===== config.mk =====
export PLATFORM = sky130hd
export DESIGN_NAME = stopwatch_core_flat
export DESIGN_NICKNAME = d
export VERILOG_FILES = /design/src/rtl/stopwatch_core_if.sv /design/src/rtl/stopwatch_core.sv /design/src/flat_wrapper.sv
export SDC_FILE = /design/constraint.sdc
export NUM_CORES = 1
export LEC_CHECK = 0
export ABC_AREA = 1
export CORE_UTILIZATION = 51
export CTS_CLUSTER_DIAMETER = 60
export DETAILED_ROUTE_END_ITERATION = 7
export PLACE_DENSITY = 0.85
export SETUP_SLACK_MARGIN = 0.3
export SYNTH_ARGS = -nofsm -noshare
export SYNTH_HDL_FRONTEND = slang
export SYNTH_SLANG_ARGS = --single-unit

===== constraint.sdc =====
create_clock -name clk -period 3.9 [get_ports clk]
set_clock_uncertainty 0.15 [all_clocks]
set_input_delay 0.78 -clock clk [delete_from_list [all_inputs] [get_ports clk]]
set_output_delay 0.78 -clock clk [all_outputs]
set_load 0.02 [all_outputs]

===== src/rtl/stopwatch_core_if.sv =====
// Control pulses in, packed BCD time and status out, between the stopwatch
// core and whatever drives its buttons and display.
interface stopwatch_core_if;
    logic        start_stop;
    logic        clear;
    logic        lap;
    logic [31:0] tmp;
    logic        running;
    logic        lap_active;
    logic        overflow;

    modport master (
        output start_stop, clear, lap,
        input  tmp, running, lap_active, overflow
    );

    modport slave (
        input  start_stop, clear, lap,
        output tmp, running, lap_active, overflow
    );
endinterface


===== src/rtl/stopwatch_core.sv =====
// BCD stopwatch HH:MM:SS.cc with run/pause, clear and lap-freeze control.
//
// state   | meaning
// --------+--------------------------------------------------------
// S_IDLE  | count zeroed, waiting for start_stop
// S_RUN   | prescaler counting, count advances on each tick
// S_PAUSE | count and prescaler held; start_stop resumes, clear zeroes
module stopwatch_core #(
    parameter int TICK_DIV = 1000000
) (
    input  logic              clk,
    input  logic              rst,
    stopwatch_core_if.slave   sw
);
    localparam int PW = (TICK_DIV > 2) ? $clog2(TICK_DIV) : 1;
    localparam logic [PW-1:0] PRESC_MAX = PW'(TICK_DIV - 1);
    // Per-digit maximum, laid out exactly like the count word
    localparam logic [31:0] DIGIT_MAX = 32'h9959_5999;

    typedef enum logic [1:0] {S_IDLE, S_RUN, S_PAUSE} state_t;

    state_t          r_state, w_state_next;
    logic [PW-1:0]   r_presc, w_presc_next;
    logic [31:0]     r_count, w_count_next, w_count_inc;
    logic [31:0]     r_lap;
    logic [31:0]     r_tmp, w_tmp_next;
    logic            r_lap_active, w_lap_active_next;
    logic            r_overflow;
    logic            w_wrap;
    logic            w_clear_ok;
    logic            w_tick;
    logic            w_lap_ok;
    logic            w_capture;

    assign w_clear_ok = sw.clear && (r_state != S_RUN);
    assign w_tick     = (r_state == S_RUN) && (r_presc == PRESC_MAX);
    assign w_lap_ok   = sw.lap && !w_clear_ok;
    assign w_capture  = w_lap_ok && !r_lap_active && (r_state == S_RUN);

    always_comb begin : p_bcd_inc
        logic c;
        c = 1'b1;
        w_count_inc = r_count;
        for (int i = 0; i < 8; i++) begin
            if (c) begin
                if (r_count[4*i +: 4] == DIGIT_MAX[4*i +: 4]) begin
                    w_count_inc[4*i +: 4] = 4'd0;
                end else begin
                    w_count_inc[4*i +: 4] = r_count[4*i +: 4] + 4'd1;
                    c = 1'b0;
                end
            end
        end
        w_wrap = c;
    end

    always_comb begin
        w_state_next = r_state;
        case (r_state)
            S_IDLE:  if (!w_clear_ok && sw.start_stop) w_state_next = S_RUN;
            S_RUN:   if (sw.start_stop) w_state_next = S_PAUSE;
            S_PAUSE: begin
                if (w_clear_ok)         w_state_next = S_IDLE;
                else if (sw.start_stop) w_state_next = S_RUN;
            end
            default: w_state_next = S_IDLE;
        endcase
    end

    always_comb begin
        w_presc_next      = r_presc;
        w_count_next      = r_count;
        w_lap_active_next = r_lap_active;
        if (w_clear_ok) begin
            w_presc_next      = '0;
            w_count_next      = '0;
            w_lap_active_next = 1'b0;
        end else begin
            if (r_state == S_RUN)
                w_presc_next = w_tick ? '0 : r_presc + 1'b1;
            if (w_tick)
                w_count_next = w_count_inc;
            if (w_lap_ok && r_lap_active)
                w_lap_active_next = 1'b0;
            else if (w_capture)
                w_lap_active_next = 1'b1;
        end
        // A fresh capture shows the same post-edge count it stores
        w_tmp_next = (w_lap_active_next && !w_capture) ? r_lap : w_count_next;
    end

    always_ff @(posedge clk or posedge rst) begin
        if (rst) begin
            r_state      <= S_IDLE;
            r_presc      <= '0;
            r_count      <= '0;
            r_lap        <= '0;
            r_tmp        <= '0;
            r_lap_active <= 1'b0;
            r_overflow   <= 1'b0;
        end else begin
            r_state      <= w_state_next;
            r_presc      <= w_presc_next;
            r_count      <= w_count_next;
            r_tmp        <= w_tmp_next;
            r_lap_active <= w_lap_active_next;
            r_overflow   <= w_tick && w_wrap;
            if (w_capture)
                r_lap <= w_count_next;
        end
    end

    assign sw.tmp        = r_tmp;
    assign sw.running    = (r_state == S_RUN);
    assign sw.lap_active = r_lap_active;
    assign sw.overflow   = r_overflow;
endmodule


===== src/flat_wrapper.sv =====
// flat-port wrapper written by rule: the top's interface ports become plain ports
module stopwatch_core_flat 
#(
    parameter int TICK_DIV = 1000000
)
  (clk, rst, sw_start_stop, sw_clear, sw_lap, sw_tmp, sw_running, sw_lap_active, sw_overflow);
  stopwatch_core_if sw_i ();
  input  logic clk;
  input  logic rst;
  input wire logic [$bits(sw_i.start_stop)-1:0] sw_start_stop;
  input wire logic [$bits(sw_i.clear)-1:0] sw_clear;
  input wire logic [$bits(sw_i.lap)-1:0] sw_lap;
  output wire logic [$bits(sw_i.tmp)-1:0] sw_tmp;
  output wire logic [$bits(sw_i.running)-1:0] sw_running;
  output wire logic [$bits(sw_i.lap_active)-1:0] sw_lap_active;
  output wire logic [$bits(sw_i.overflow)-1:0] sw_overflow;
  assign sw_i.start_stop = sw_start_stop;
  assign sw_i.clear = sw_clear;
  assign sw_i.lap = sw_lap;
  assign sw_tmp = sw_i.tmp;
  assign sw_running = sw_i.running;
  assign sw_lap_active = sw_i.lap_active;
  assign sw_overflow = sw_i.overflow;
  stopwatch_core #(.TICK_DIV(TICK_DIV)) u_core (.clk(clk), .rst(rst), .sw(sw_i));
endmodule

-- Word level (Yosys, flattened, before mapping)
Index checks and enable logic that the tools add are counted.
- bits in read-only memories: 0
- latch bits: 0
- register bits: 120
- input bits: 5
- RAM bits: 0
- output and inout bits: 35
- memories kept: 0
- shifts and indexed selects: 0
- equality and inequality tests: 15
- reduce and logical (&&, ||, !) cells: 15
- div/mod/pow operators: 0
- $mul: 0
- $lt $le $gt $ge: 0
- add/subtract/negate cells: 9
- bitwise logic cells: 0
- multiplexer cells: 44
- operators by type and width (cell ; count):
    2-to-1 mux 32 bit ; 3
    2-to-1 mux 20 bit ; 3
    2-to-1 mux 4 bit ; 15
    adder 4 x 1 -> 4 bit (second input constant) ; 8
    equality test 4 bit (second input constant) ; 6
    adder 20 x 1 -> 20 bit (second input constant) ; 1
    equality test 20 bit (second input constant) ; 1
    2-to-1 mux 1 bit ; 18
    logical AND 1 bit ; 9
    equality test 4 x 3 -> 1 bit (second input constant) ; 2
    2-to-1 mux 2 bit ; 4
    one-hot mux 2 bit (3 select lines) ; 1
    != test 2 x 1 -> 1 bit (second input constant) ; 2
    logical NOT 1 bit ; 3
    != test 3 x 2 -> 1 bit (second input constant) ; 1
    AND reduction 3 bit ; 1
    equality test 2 x 1 -> 1 bit (second input constant) ; 1
    equality test 2 bit (second input constant) ; 1
    logical NOT 2 bit ; 1
    != test 2 bit (second input constant) ; 1
    nonzero test 2 bit ; 1

-- Logic depth before layout (Yosys ltp)
- word-level depth: 12
- gate-level depth with buffers: 13
- mapped depth without buffers: 13

-- Worst setup path after synthesis
OpenSTA, ideal clock, no wires.
- path kind: in2reg
- from: in sw_clear
- to: reg u_core.r_tmp[30], in the netlist u_core.sw.tmp[30]
- setup time: 66 ps
- setup slack: 1894 ps
- cell stages on the path: 7
- data required time: 3684 ps
- data arrival time: 1790 ps
- cell sequence: inv_1 -> nor2_2 -> nor2_1 -> inv_1 -> buf_1 -> nand4_1 -> nand2_1
- word-level cells in the longest chain between the ends: 10
- elaborated cells on any way between the ends: 13
- RTL lines (what ; line ; RTL):
    start: declaration ; flat_wrapper.sv:11 ; input wire logic [$bits(sw_i.clear)-1:0] sw_clear;
    logical AND 1 bit * ; stopwatch_core.sv:35 ; assign w_clear_ok = sw.clear && (r_state != S_RUN);
    logical NOT 1 bit ; stopwatch_core.sv:37 ; assign w_lap_ok = sw.lap && !w_clear_ok;
    logical AND 1 bit ; stopwatch_core.sv:37 ;
    logical AND 1 bit (2 in series) ; stopwatch_core.sv:38 ; assign w_capture = w_lap_ok && !r_lap_active && (r_state == S_RUN);
    2-to-1 mux 1 bit ; stopwatch_core.sv:85 ; else if (w_capture)
    2-to-1 mux 1 bit ; stopwatch_core.sv:83 ; if (w_lap_ok && r_lap_active)
    2-to-1 mux 1 bit ; stopwatch_core.sv:74 ; if (w_clear_ok) begin
    logical AND 1 bit ; stopwatch_core.sv:89 ; w_tmp_next = (w_lap_active_next && !w_capture) ? r_lap : w_count_next;
    2-to-1 mux 32 bit * ; stopwatch_core.sv:89 ;
    via u_core.w_tmp_next[30] ; stopwatch_core.sv:26 ; logic [31:0] r_tmp, w_tmp_next;
    end signal: assignment ; stopwatch_core.sv:105 ; r_tmp <= w_tmp_next;
    end: declaration ; stopwatch_core.sv:26 ;
Mark *: on every way through the listed nets, which the timed path passes. The rest lies on a longest branch.
A chain may end at the register's enable or synchronous reset.

-- Worst setup path after layout
- from: reg u_core.r_state[1]
- to: out sw_running
- word-level cells in the longest chain between the ends: 1
- RTL lines (what ; line ; RTL):
    start: declaration ; stopwatch_core.sv:22 ; state_t r_state, w_state_next;
    start signal: assignment ; stopwatch_core.sv:102 ; r_state <= w_state_next;
    equality test 2 x 1 -> 1 bit ; stopwatch_core.sv:114 ; assign sw.running = (r_state == S_RUN);
    end: declaration ; flat_wrapper.sv:14 ; output wire logic [$bits(sw_i.running)-1:0] sw_running;
No other way between the ends.

==> summary.md <==
| Metric | Value |
|---|---|
| Number of clock sinks | `120` |
| Reg clk slew, reported paths | `0.05 ns` |
| Failing checks | `DRC` |
| Vias/cell | `5.442` |
| Final setup fails | `0` |
| HP Start | `u_core.r_lap[14]$_DFFE_PP0N_` |
| Critical path endpoint category | `output port` |
| Worst-Skew Late Latency | `0.43 ns` |
| Critical Path RT | `2.97 ns` |
| Crit path capture | `sw_running` |
| Synth Warn # | `0` |
| LEAKAGE | `between 3 and 4 nW` |
| Syn Nets | `approximately 770` |
| Critical Path, Cell by Cell | `nor2_4 -> clkdlybuf4s50_1` |
| Initial antenna violation count | `0` |
| Layout Area Growth over Synthesis | `19.16%` |
| Num CTS Buffers | `17` |
| Cell taking the most area after synthesis | `dfrtp_1` |
| CP max stage cell | `clkdlybuf4s50_1` |
| Synthesized area | `6067 um2` |
| Fin util | `0.6278` |
| Drt first pass iters | `7` |
| EDFF count, synth | `0` |
| Post-synthesis sequential area ratio | `0.4949` |
| Routability congestion estimate | `approximately 0.85` |
| Final Max Tran Viols | `0` |
| Most common cell in the netlist | `nand2_1` |
| Largest net degree at the start of global routing | `67` |
| Grt total ovfl | `0` |
| First-pass GRT wire length | `23.71 mm` |
| Synth unique cells | `42` |
| Ys async rst share | `1.000` |
| Nets@finish | `between 800 and 900` |
| Routed Antenna Nets | `0` |
| Crit Path Max Fanout | `10` |
| R2r worst-path depth | `9` |
| # diodes | `0` |
| Worst Hold Class | `reg -> reg` |
| Worst Path Class, Setup | `reg -> out` |
| Reg2reg start | `u_core.r_presc[0]$_DFFE_PP0P_` |
| Status | `finished with violations` |
| Top post-synthesis cells by area | `dfrtp_1 (49%), nand2_1 (14%), nand3_1 (5.8%)` |
| Fill count | `929` |
| Commonest cells post-synth | `nand2_1 (227), dfrtp_1 (120), inv_1 (83), nand3_1 (70), o21ai_0 (57)` |
| Setup TNS | `0 ns` |
| Clock Path Buffers | `2` |
| Vias in the first global route | `5,044` |
| IO Pins | `40` |
| Setup crit start kind | `flop` |
| Final Hold Viols | `0` |
| Top_reg_cell synth | `dfrtp_1` |
| MaxCap Viol Count | `0` |
| Post-cts resize count | `0` |
| FF-to-FF End | `u_core.sw.tmp[15]$_DFF_PP0_` |
| Placeable Area | `11,520 um2` |
| Worst Setup SP | `u_core.r_state[1]$_DFFE_PP0P_` |
| Reg-to-reg slack, setup | `1.35 ns` |
| CTS tree | `yes` |
| Die Height | `roughly 110 um` |
| # Post-CTS Setup Buffers | `0` |
| Fmax | `366.3 MHz` |
| Gate count after technology mapping | `between 700 and 800` |
| Port Buf Inserts | `39` |
| Max H-tree Level | `4` |
| Die area | `12,340 um2` |
| Worst Max-Slew Pin Slew | `0.8233 ns` |
| Fin crit period | `2.730 ns` |
| Avg WL per Cell | `14.50 um` |
| Hold Buf Count CTS | `0` |
| DR vias | `between 5,000 and 6,000` |
| Power Dens Cells | `431.2 nW/um2` |
| Top-area cell type share of the netlist area | `0.4949` |
| Unrepaired setup endpoints after global routing | `no` |
| Relative max-transition margin | `0.4491` |
| Share of layout cells above drive strength 1 | `0.09459` |
| Drc violations | `4` |
| Synthesized area per cell | `7.983 um2` |
| Worst hold stages | `2` |
| GRT Total Usage | `0.2458` |
| CTS Root Cell | `clkbuf_16` |
| Crit-path max cell delay | `0.69 ns` |
| DIE WIDTH | `111.1 um` |
| Initial Utilization | `0.5268` |
| Total Wirelength | `about 14 mm` |
| Initial DRC count | `between 300 and 400` |
| Post-route clock period utilization | `0.7000` |
| Critical Path AT | `roughly 1.8 ns` |
| Register bit total from synthesis | `120` |
| DPL Wire Length | `8.889 mm` |
| Worst VDD drop | `275.8 uV` |
| Row cnt | `39` |
[worst max-delay path, delay by kind of cell (launching register included)]
family | cells | cell delay [ns]
buffers and inverters | 1 | 0.69
and+or+nand+nor | 1 | 0.28
DFF | 1 | 0.40
[area by class of cell]
class | instances | area (um2) | area share
clock buffer | 22 | 464.2 | 0.06421
timing repair buffer | 47 | 462.9 | 0.06404
sequential | 120 | 3003 | 0.4154
multi-input combinational | 525 | 2620 | 0.3624
tap | 143 | 178.9 | 0.02475
inverter | 92 | 354.1 | 0.04898
clock inverter | 8 | 146.4 | 0.02025
[state kept, by name, summed over array words and instances (netlist names)]
name	count
u_core.r_count	32
u_core.r_lap	32
u_core.r_state	2
u_core.sw.lap_active	1
u_core.r_presc	20
u_core.sw.tmp	32
u_core.sw.overflow	1
[per-layer routing]
metal / up-vias / global-route usage / part of all wire
met3: 22 / 0.06889 / 0.054
met1: 2466 / 0.3162 / 0.45
met4: 0 / 0.1000 / 0.019
li1: 2560 / - / -
met5: - / 0 / 0
met2: 160 / 0.3929 / 0.48
[worst min path at each step]
stage,endpoint,slack (ns)
finish,u_core.r_lap[14]$_DFFE_PP0N_,0.33
global route,u_core.sw.tmp[19]$_DFF_PP0_,0.34
CTS,u_core.sw.tmp[14]$_DFF_PP0_,0.33
detailed placement,u_core.sw.tmp[18]$_DFF_PP0_,0.31
global placement,u_core.sw.tmp[28]$_DFF_PP0_,0.31
floorplan,u_core.sw.tmp[17]$_DFF_PP0_,0.29
[metrics by stage]
| step | hold slack [ns] | std cells | instance area (um2) | total power [mW] | setup slack (ns) |
|---|---|---|---|---|---|
| 3_5_place_dp | 0.3125 | 927 | 6619 | 1.495 | 1.035 |
| 3_3_place_gp | 0.3109 | 927 | 6619 | 1.490 | 1.139 |
| 6_report | 0.3271 | 957 | 7229 | 3.118 | 1.170 |
| 4_1_cts | 0.3293 | 957 | 7229 | 3.139 | 1.139 |
| 2_1_floorplan | 0.2939 | 760 | 6071 | 1.437 | 1.501 |
| 5_1_grt | 0.3441 | 957 | 7229 | 3.225 | 1.111 |
[power breakdown]
group	internal, mW	leakage (nW)	switching, mW	total, mW
clock network	1.09	0.296	0.549	1.64
registers	1.27	1.67	0.0215	1.29
logic	0.0480	1.66	0.136	0.184
total	2.41	3.63	0.707	3.12
[cells in the final DEF, fill, tap and decap left out, drive strengths merged]
| master | n |
|---|---|
| nand2 | 235 |
| dfrtp | 120 |
| inv | 90 |
| nand3 | 76 |
| o21ai | 66 |
| nor2 | 51 |
| clkdlybuf4s50 | 39 |
| a21oi | 30 |
| nand4 | 25 |
| clkbuf | 22 |
| xor2 | 9 |
| buf | 8 |
| o22ai | 6 |
| nor3 | 6 |
| bufinv | 4 |
| nor4 | 4 |
| clkinv | 4 |
| and3 | 3 |
| nand3b | 3 |
| o31ai | 3 |
| o211ai | 2 |
| clkinvlp | 2 |
| o21a | 1 |
| a31oi | 1 |
| and2 | 1 |
| a32o | 1 |
| xnor2 | 1 |
| ha | 1 |
[cells by family (layout without fill, tap and decap cells)]
kind of cell	Yosys count	after routing	synth area share
adders and majority gates	1	1	0.002062
xor gates and xnor gates	10	10	0.01444
DFF	120	120	0.4949
AOI/OAI and AO/OA	110	110	0.09734
buffers and inverters	115	169	0.07362
and+or+nand+nor	404	404	0.3176
(Power assumes the default switching activity.)
